$ cat src/rtl/switch_debouncer.sv
// Per-bit 2-FF synchroniser, stable-count debounce filter and registered edge pulses.
// Latency CNT_MAX+2 edges from raw change to sw_db; no backpressure, outputs valid every cycle.
module switch_debouncer #(
    parameter int WIDTH   = 6,
    parameter int CNT_MAX = 1000000
) (
    input  logic             clk,
    input  logic             rst,
    input  logic [WIDTH-1:0] sw_raw,
    output logic [WIDTH-1:0] sw_db,
    output logic [WIDTH-1:0] sw_rise,
    output logic [WIDTH-1:0] sw_fall
);

    localparam int            CW       = $clog2(CNT_MAX + 1);
    localparam logic [CW-1:0] CNT_LAST = CW'(CNT_MAX - 1);

    logic [WIDTH-1:0] r_sync1;
    logic [WIDTH-1:0] r_sync2;
    logic [WIDTH-1:0] r_db;
    logic [WIDTH-1:0] r_rise;
    logic [WIDTH-1:0] r_fall;
    logic [CW-1:0]    r_cnt [WIDTH];

    logic [WIDTH-1:0] w_db_nxt;
    logic [CW-1:0]    w_cnt_nxt [WIDTH];

    // Any cycle where the synchronised input agrees with the accepted level
    // restarts the count, so only an unbroken run of CNT_MAX disagreements commits.
    always_comb begin
        w_db_nxt = r_db;
        for (int i = 0; i < WIDTH; i++) begin
            w_cnt_nxt[i] = '0;
            if (r_sync2[i] != r_db[i]) begin
                if (r_cnt[i] == CNT_LAST) begin
                    w_db_nxt[i] = r_sync2[i];
                end else begin
                    w_cnt_nxt[i] = r_cnt[i] + CW'(1);
                end
            end
        end
    end

    always_ff @(posedge clk or posedge rst) begin
        if (rst) begin
            r_sync1 <= '0;
            r_sync2 <= '0;
            r_db    <= '0;
            r_rise  <= '0;
            r_fall  <= '0;
            for (int i = 0; i < WIDTH; i++) begin
                r_cnt[i] <= '0;
            end
        end else begin
            r_sync1 <= sw_raw;
            r_sync2 <= r_sync1;
            r_db    <= w_db_nxt;
            r_rise  <= w_db_nxt & ~r_db;
            r_fall  <= ~w_db_nxt & r_db;
            for (int i = 0; i < WIDTH; i++) begin
                r_cnt[i] <= w_cnt_nxt[i];
            end
        end
    end

    assign sw_db   = r_db;
    assign sw_rise = r_rise;
    assign sw_fall = r_fall;

endmodule

$ cat config.mk
export PLATFORM = sky130hd
export DESIGN_NAME = switch_debouncer
export DESIGN_NICKNAME = d
export VERILOG_FILES = /design/src/rtl/switch_debouncer.sv
export SDC_FILE = /design/constraint.sdc
export NUM_CORES = 1
export LEC_CHECK = 0
export ABC_CLOCK_PERIOD_IN_PS = 6000
export BUFFER_PORTS_ARGS = -buffer_cell sky130_fd_sc_hd__buf_4
export CORE_UTILIZATION = 35
export CTS_BUF_LIST = sky130_fd_sc_hd__clkbuf_2 sky130_fd_sc_hd__clkbuf_4 sky130_fd_sc_hd__clkbuf_8
export DETAILED_ROUTE_END_ITERATION = 8
export PLACE_DENSITY = 0.55
export SYNTH_ARGS = -nofsm -noshare
export SYNTH_HDL_FRONTEND = slang
export SYNTH_SLANG_ARGS = --single-unit
$ cat constraint.sdc
create_clock -name clk -period 6 [get_ports clk]
set_input_delay 1.2 -clock clk [delete_from_list [all_inputs] [get_ports clk]]
set_output_delay 1.2 -clock clk [all_outputs]
set_load 0.01 [all_outputs]
==> impl_summary.txt, run 1 <==
----------------------------------------------------
[Run status]
  Run status ... finished clean

[Placement]
  Worst slack after detailed placement ... 3.29 ns
  Post-Place Cells ... 952
  Placer's final routability congestion estimate ... 0.772
  Post-DP HPWL ... 8.85 mm
  Total of buffers placed on input and output ports ... 25

[Worst setup path]
  Timing endpoint of the critical path ... r_cnt[3]
  Setup crit start ... r_cnt[15]
  CP required ... 6.31 ns
  Worst reg2reg setup slack ... 3.64 ns
  CP max FO ... 19
  Stage delay of the slowest cell on the critical path ... 0.64 ns
  Crit Path Category ... register to register
  Ordered cell list for the critical path ... or4b_1 -> or4_4 -> o31ai_4 -> nor2_1
  Critical path startpoint category ... register
  Worst Setup End Kind ... register
  Depth of the worst register-to-register path ... 4
  Crit Reg-Reg Endpoint ... r_cnt[3]
  Launch instance of the worst register-to-register path ... r_cnt[15]
  Worst Path Arrival ... 2.68 ns
  Worst path slowest cell ... sky130_fd_sc_hd__o31ai_4

[Final layout]
  Final instance count without filler cells ... 983
  Area Overhead vs Synth ... 12.5%
  Fill cell count ... 1897
  Post-layout nets ... 720
  Fraction of final layout cells sized beyond drive strength 1 ... 0.114
  Ant diodes ... 0

[GRT]
  Pin count of the biggest net entering global routing ... 104
  GR Overflow Total ... 0
  Antenna violations before repair ... 0
  First-pass GRT wire length ... 22.9 mm
  Via count of the first global-routing pass ... 5073
  Combined global-route utilization of all metal layers ... 0.141

[Clock network]
  Gates resized, CTS repair ... 0
  Source-to-sink clock delay at the later pin of the worst-skew pair ... 0.46 ns
  CTS tree ... yes
  CTS Buf Count ... 17
  Root Buffer ... sky130_fd_sc_hd__clkbuf_8
  Buffer levels on the longest clock path ... 2
  Clk sinks ... 150
  Clock H-tree levels ... 4
  Number of hold buffers added after CTS ... 0
  # Post-CTS Setup Buffers ... 0
  Clock Pin Slew Worst Setup and Hold Paths ... 0.08 ns

[Yosys]
  Dominant synthesized flop cell ... sky130_fd_sc_hd__dfrtp_1
  Adder-cell share of the synthesized area ... 0.0108
  Simple-gate share of the synthesized area ... 0.248
  Fraction of the yosys area taken by sequential cells ... 0.540
  Synthesis-stage register bit count ... 150
  Cells after Synth ... 679
  Synthesized netlist net count ... 693
  Area share of xor/xnor cells in the synthesized design ... 0.0971
  Avg Cell Area, Syn ... 10.2 um2
  Mux contribution to synthesized area ... 0.0103
  Dominant combinational cell family by area after synthesis ... simple AND/OR/NAND/NOR gates
  Share of async-settable or async-resettable flops after synthesis ... 1.00
  Post-synth EDFFs ... 0
  Count of synthesis-stage warnings from yosys ... 0
  Complex-gate fraction of the synthesized area ... 0.0711
  Post-synth cell types ... 40
  Area of the mapped netlist ... 6950 um2

[Floorplanning]
  Die Ht ... 143 um
  I/O pin count ... 26
  Horiz. Die Dim ... 143 um
  FP Rows ... 51
  Overall die area ... 20400 um2
  Initial Util ... 0.357
  CORE AREA ... 19500 um2

[Drt]
  Number of iterations in the first detailed-routing pass ... 4
  ANT nets after route ... 0
  Iteration-0 DRC Markers ... 235
  Routed WL per cell ... 13.4 um
  Total routed wirelength ... 13.1 mm
  Number of remaining DRC errors ... 0
  Number of vias per cell after detailed routing ... 5.13
  Via total after detailed routing ... 5047

[Hold path]
  Hold/Removal Path Class ... register to register

[Timing]
  Number of failing setup endpoints in the final timing report ... 0
  Min setup slack post-route ... 3.64 ns
  Setup repair after global routing missed its margin ... false
  Hold Violations, Final ... 0
  Worst max-slew margin expressed relative to the limit ... 0.394
  Setup TNS after final layout ... 0 ns
  Final Max Tran Viols ... 0
  Minimum period implied by the final worst setup slack ... 2.36 ns
  Final worst path period share ... 0.394
  Worst-Margin Slew ... 0.908 ns
  Top achievable clock speed ... 423 MHz
  Tightest hold margin ... 0.356 ns
  Final setup skew ... 0.00940 ns

[Power]
  Maximum ir drop on the vdd rail ... 0.000134 V
  Total power density per cell area ... 241 nW/um2
  Leakage Power ... 3.14 nW
  Overall power of the completed layout ... 1.88 mW

[Job]
  Reported max-cap violation count ... 0

----------------------------------------------------
[power breakdown]
group	internal (mW)	switching (mW)	leakage, nW	total (mW)
logic	0.0178	0.0427	0.886	0.0606
clock network	0.418	0.365	0.201	0.783
registers	1.02	0.0136	2.05	1.04
total	1.46	0.421	3.14	1.88
[worst max-delay path: cells and delay by family, from the launching register on]
kind	cells	cell delay, ns
AOI/OAI and AO/OA	1	0.64
DFF	1	0.40
and+or+nand+nor	3	1.17
[cell families (layout without fill, tap and decap cells)]
| group | count (synthesis) | in the layout |
|---|---|---|
| adder cells (fa/ha/maj) | 6 | 6 |
| buffers and inverters | 40 | 79 |
| flip-flops | 150 | 150 |
| AND/OR/NAND/NOR | 320 | 320 |
| XOR/XNOR | 77 | 77 |
| AO/OA/AOI/OAI | 80 | 80 |
| multiplexers | 6 | 6 |
[state kept, by name, summed over array words and instances (netlist names)]
signal / cells
sw_db: 6
sw_rise: 6
r_cnt: 120
sw_fall: 6
r_sync1: 6
r_sync2: 6
[cells in the final DEF, fill, tap and decap left out, drive strengths merged, types with 20 or more instances in the layout]
master	Yosys	layout
nand2	35	35
o31ai	22	22
or4	32	32
inv	20	20
clkbuf	18	23
nand4	22	22
nand3	48	48
xor2	35	35
a21oi	37	37
buf	2	28
dfrtp	150	150
nor2	86	86
xnor2	42	42
or3	21	21
[metal layers]
metal / GRT usage / wire length [um] / vias up
li1: - / - / 2470
met1: 0.167 / 6020 / 2505
met2: 0.241 / 6540 / 51
met3: 0.0342 / 321 / 21
met4: 0.0685 / 242 / 0
met5: 0 / 0 / -
[worst min-delay path by stage]
| stage | start | to | slack [ns] | depth (start not counted) |
|---|---|---|---|---|
| after floorplan | r_sync1[0] | r_sync2[0] | 0.33 | 0 |
| after CTS | r_sync1[3] | r_sync2[3] | 0.36 | 0 |
| final | r_sync1[1] | r_sync2[1] | 0.36 | 0 |
| after global routing | r_sync1[3] | r_sync2[3] | 0.37 | 0 |
| after global placement | r_sync1[3] | r_sync2[3] | 0.33 | 0 |
| after detailed placement | r_sync1[3] | r_sync2[3] | 0.34 | 0 |
[cell type report]
cell class	count	area, um2	share of cell area
flip-flops and latches	150	3750	0.480
multi-input cells	489	3040	0.389
well taps	265	332	0.0424
clock buffers	23	304	0.0389
repair buffers	28	210	0.0269
clock inverters	8	97.6	0.0125
inverters	20	80.1	0.0102
[stage by stage]
step                 util  cell area, um2
finish              0.402            7820
global route        0.402            7820
CTS                 0.402            7820
detailed placement  0.381            7410
global placement    0.381            7410
floorplan               -            6950
[synth_stat cells (all sizes together) (5+ instances only)]
cell / count / area [um2]
a21oi: 37 / 185
and2: 6 / 37.5
and3: 14 / 88.8
clkbuf: 18 / 67.6
dfrtp: 150 / 3750
ha: 6 / 75.1
inv: 20 / 75.1
mux2: 6 / 71.3
nand2: 35 / 131
nand3: 48 / 240
nand4: 22 / 138
nor2: 86 / 323
nor3: 12 / 60.1
nor3b: 12 / 90.1
nor4: 14 / 87.6
o21ai: 17 / 85.1
o31ai: 22 / 189
or3: 21 / 136
or4: 32 / 244
or4b: 5 / 50.1
xnor2: 42 / 368
xor2: 35 / 307
Note: power is estimated with default switching activity, not from simulation.
==> run 2: changes to the inputs <==
--- a/config.mk
+++ b/config.mk
@@ -5,12 +5,12 @@
 export SDC_FILE = /design/constraint.sdc
 export NUM_CORES = 1
 export LEC_CHECK = 0
-export ABC_CLOCK_PERIOD_IN_PS = 6000
+export ABC_CLOCK_PERIOD_IN_PS = 1950
 export BUFFER_PORTS_ARGS = -buffer_cell sky130_fd_sc_hd__buf_4
 export CORE_UTILIZATION = 35
 export CTS_BUF_LIST = sky130_fd_sc_hd__clkbuf_2 sky130_fd_sc_hd__clkbuf_4 sky130_fd_sc_hd__clkbuf_8
 export DETAILED_ROUTE_END_ITERATION = 8
-export PLACE_DENSITY = 0.55
+export PLACE_DENSITY = 0.57
 export SYNTH_ARGS = -nofsm -noshare
 export SYNTH_HDL_FRONTEND = slang
 export SYNTH_SLANG_ARGS = --single-unit
==> constraint.sdc (replaced) <==
create_clock -name clk -period 1.95 [get_ports clk]
set_input_delay 0.39 -clock clk [delete_from_list [all_inputs] [get_ports clk]]
set_output_delay 0.39 -clock clk [all_outputs]
set_load 0.01 [all_outputs]
==> impl_summary.txt, run 2 (same netlist as run 1, synthesis figures left out) <==
----------------------------------------------------
[Timing]
  Final worst path period share ... 1.13
  Setup repair after global routing missed its margin ... true
  Top achievable clock speed ... 454 MHz
  Hold Violations, Final ... 0
  Minimum period implied by the final worst setup slack ... 2.20 ns
  Number of failing setup endpoints in the final timing report ... 23
  Final setup skew ... 0.00980 ns
  Final Max Tran Viols ... 0
  Tightest hold margin ... 0.0369 ns
  Worst-Margin Slew ... 0.611 ns
  Worst max-slew margin expressed relative to the limit ... 0.593
  Min setup slack post-route ... -0.255 ns

[Final layout]
  Area Overhead vs Synth ... 25.1%
  Final instance count without filler cells ... 1064
  Area of all placed cells without fillers ... 8690 um2
  Largest Register ... r_cnt
  Largest register FFs ... 120
  Fraction of final layout cells sized beyond drive strength 1 ... 0.230
  Top library cells by usage in the layout, fill and taps aside ... 150 x sky130_fd_sc_hd__dfrtp_1, 95 x sky130_fd_sc_hd__buf_4, 86 x sky130_fd_sc_hd__nor2_1
  Post-layout nets ... 800
  Most common cell after layout, fill and taps aside ... sky130_fd_sc_hd__dfrtp_1
  Ant diodes ... 0

[GRT]
  Combined global-route utilization of all metal layers ... 0.150
  First-pass GRT wire length ... 24.4 mm
  GR Overflow Total ... 0
  Pin count of the biggest net entering global routing ... 116
  Antenna violations before repair ... 0
  Via count of the first global-routing pass ... 5450

[Clock network]
  Root Buffer ... sky130_fd_sc_hd__clkbuf_8
  CTS tree ... yes
  Clock Pin Slew Worst Setup and Hold Paths ... 0.09 ns
  Clock H-tree levels ... 4
  Buffer levels on the longest clock path ... 2
  Source-to-sink clock delay at the later pin of the worst-skew pair ... 0.45 ns
  Clk sinks ... 150
  CTS Buf Count ... 17

[Placement]
  Total of buffers placed on input and output ports ... 25
  Placer's final routability congestion estimate ... 0.800
  Post-Place Cells ... 1018
  Post-DP HPWL ... 9.52 mm
  Placed Instance Area ... 8000 um2

[Power]
  Proportion of power drawn by combinational gates ... 0.047
  Pint ... 4.31 mW
  P_sw ... 1.41 mW
  Seq pwr share ... 0.557
  Total power density per cell area ... 658 nW/um2
  Clk network pwr share ... 0.396
  Leakage Power ... 3.57 nW
  Sw Share ... 0.246
  Maximum ir drop on the vdd rail ... 0.000408 V

[Floorplanning]
  Overall die area ... 20400 um2
  Initial Util ... 0.357
  Die Ht ... 143 um
  Horiz. Die Dim ... 143 um
  CORE AREA ... 19500 um2
  FP Rows ... 51
  I/O pin count ... 26

[Drt]
  Number of remaining DRC errors ... 0
  Iteration-0 DRC Markers ... 260
  ANT nets after route ... 0
  Routed WL per cell ... 13.4 um
  Number of vias per cell after detailed routing ... 5.05
  Total routed wirelength ... 14.3 mm
  Number of iterations in the first detailed-routing pass ... 4
  Via total after detailed routing ... 5372

[Worst setup path]
  Stage delay of the slowest cell on the critical path ... 0.53 ns
  Critical path startpoint category ... register
  Worst path slowest cell ... sky130_fd_sc_hd__or4_4
  Ordered cell list for the critical path ... or4_4 -> or4_4 -> or3_4 -> mux2_4
  CP max FO ... 3
  Worst Setup End Kind ... register
  CP required ... 2.30 ns
  Cell seen most often among critical-path stages ... sky130_fd_sc_hd__or4_4
  Worst reg2reg setup slack ... -0.25 ns
  Worst Path Arrival ... 2.55 ns
  Crit Path Category ... register to register

[Job]
  Reported max-cap violation count ... 0

[Hold path]
  Hold/Removal Path Class ... primary input to register

[Run status]
  Failing checks ... setup timing
  Run status ... complete, but fails checks

----------------------------------------------------
## run 2: timing repair
item,in CTS,in global routing
endpoints found under the setup margin,88,87
hold buffers,0,1
pin swaps,3,12
cloned,0,4
buffers inserted,2,7
resized for setup,12,16
endpoints found under the hold margin,0,1
## run 2: critical path: cells and delay by family (launching register included)
family        cells  cell delay, ns
simple gates      3            1.42
mux               1            0.30
flops             1            0.38
## run 2: worst paths after layout
kind                       startpoint         end  cells past startpoint
min reg2reg                r_sync1[5]  r_sync2[5]                      0
max in group asynchronous         rst   r_cnt[78]                      3
min in group asynchronous         rst    sw_db[0]                      3
max reg2reg                 r_cnt[11]    sw_db[5]                      4
max                         r_cnt[11]    sw_db[5]                      4
min                         sw_raw[0]  r_sync1[0]                      1
## run 2: routing by layer
metal	wire, um	track usage	up-vias
li1	-	-	2633
met1	6230	0.175	2644
met2	7400	0.264	64
met3	302	0.0282	31
met4	325	0.0702	0
met5	0	0	-
## run 2: layout make-up
type	count	area, um2
Timing Repair Buffer	108	957
Clock inverter	14	128
Sequential cell	150	3750
Tap cell	265	332
Inverter	20	78.8
Clock buffer	18	248
Multi-Input combinational cell	489	3190
Fill cell	1828	10800
## run 2: power by group through the flow
| stage | Clock (mW) | Sequential [mW] | Combinational [mW] |
|---|---|---|---|
| 2_1_floorplan | 0 | 3.24 | 0.147 |
| 3_3_place_gp | 0 | 3.24 | 0.239 |
| 6_report | 2.27 | 3.19 | 0.269 |
| 4_1_cts | 2.36 | 3.19 | 0.250 |
| 3_5_place_dp | 0 | 3.25 | 0.247 |
| 5_1_grt | 2.50 | 3.19 | 0.307 |
## run 2: through the flow
stage	utilization	TNS [ns]	total power, mW	setup slack, ns
floorplan	-	-51.13	3.39	-0.329
global placement	0.411	-4.53	3.48	-0.281
detailed placement	0.411	-6.87	3.49	-0.294
CTS	0.434	-4.78	5.80	-0.264
global route	0.446	-5.86	5.99	-0.299
finish	0.446	-4.49	5.72	-0.255
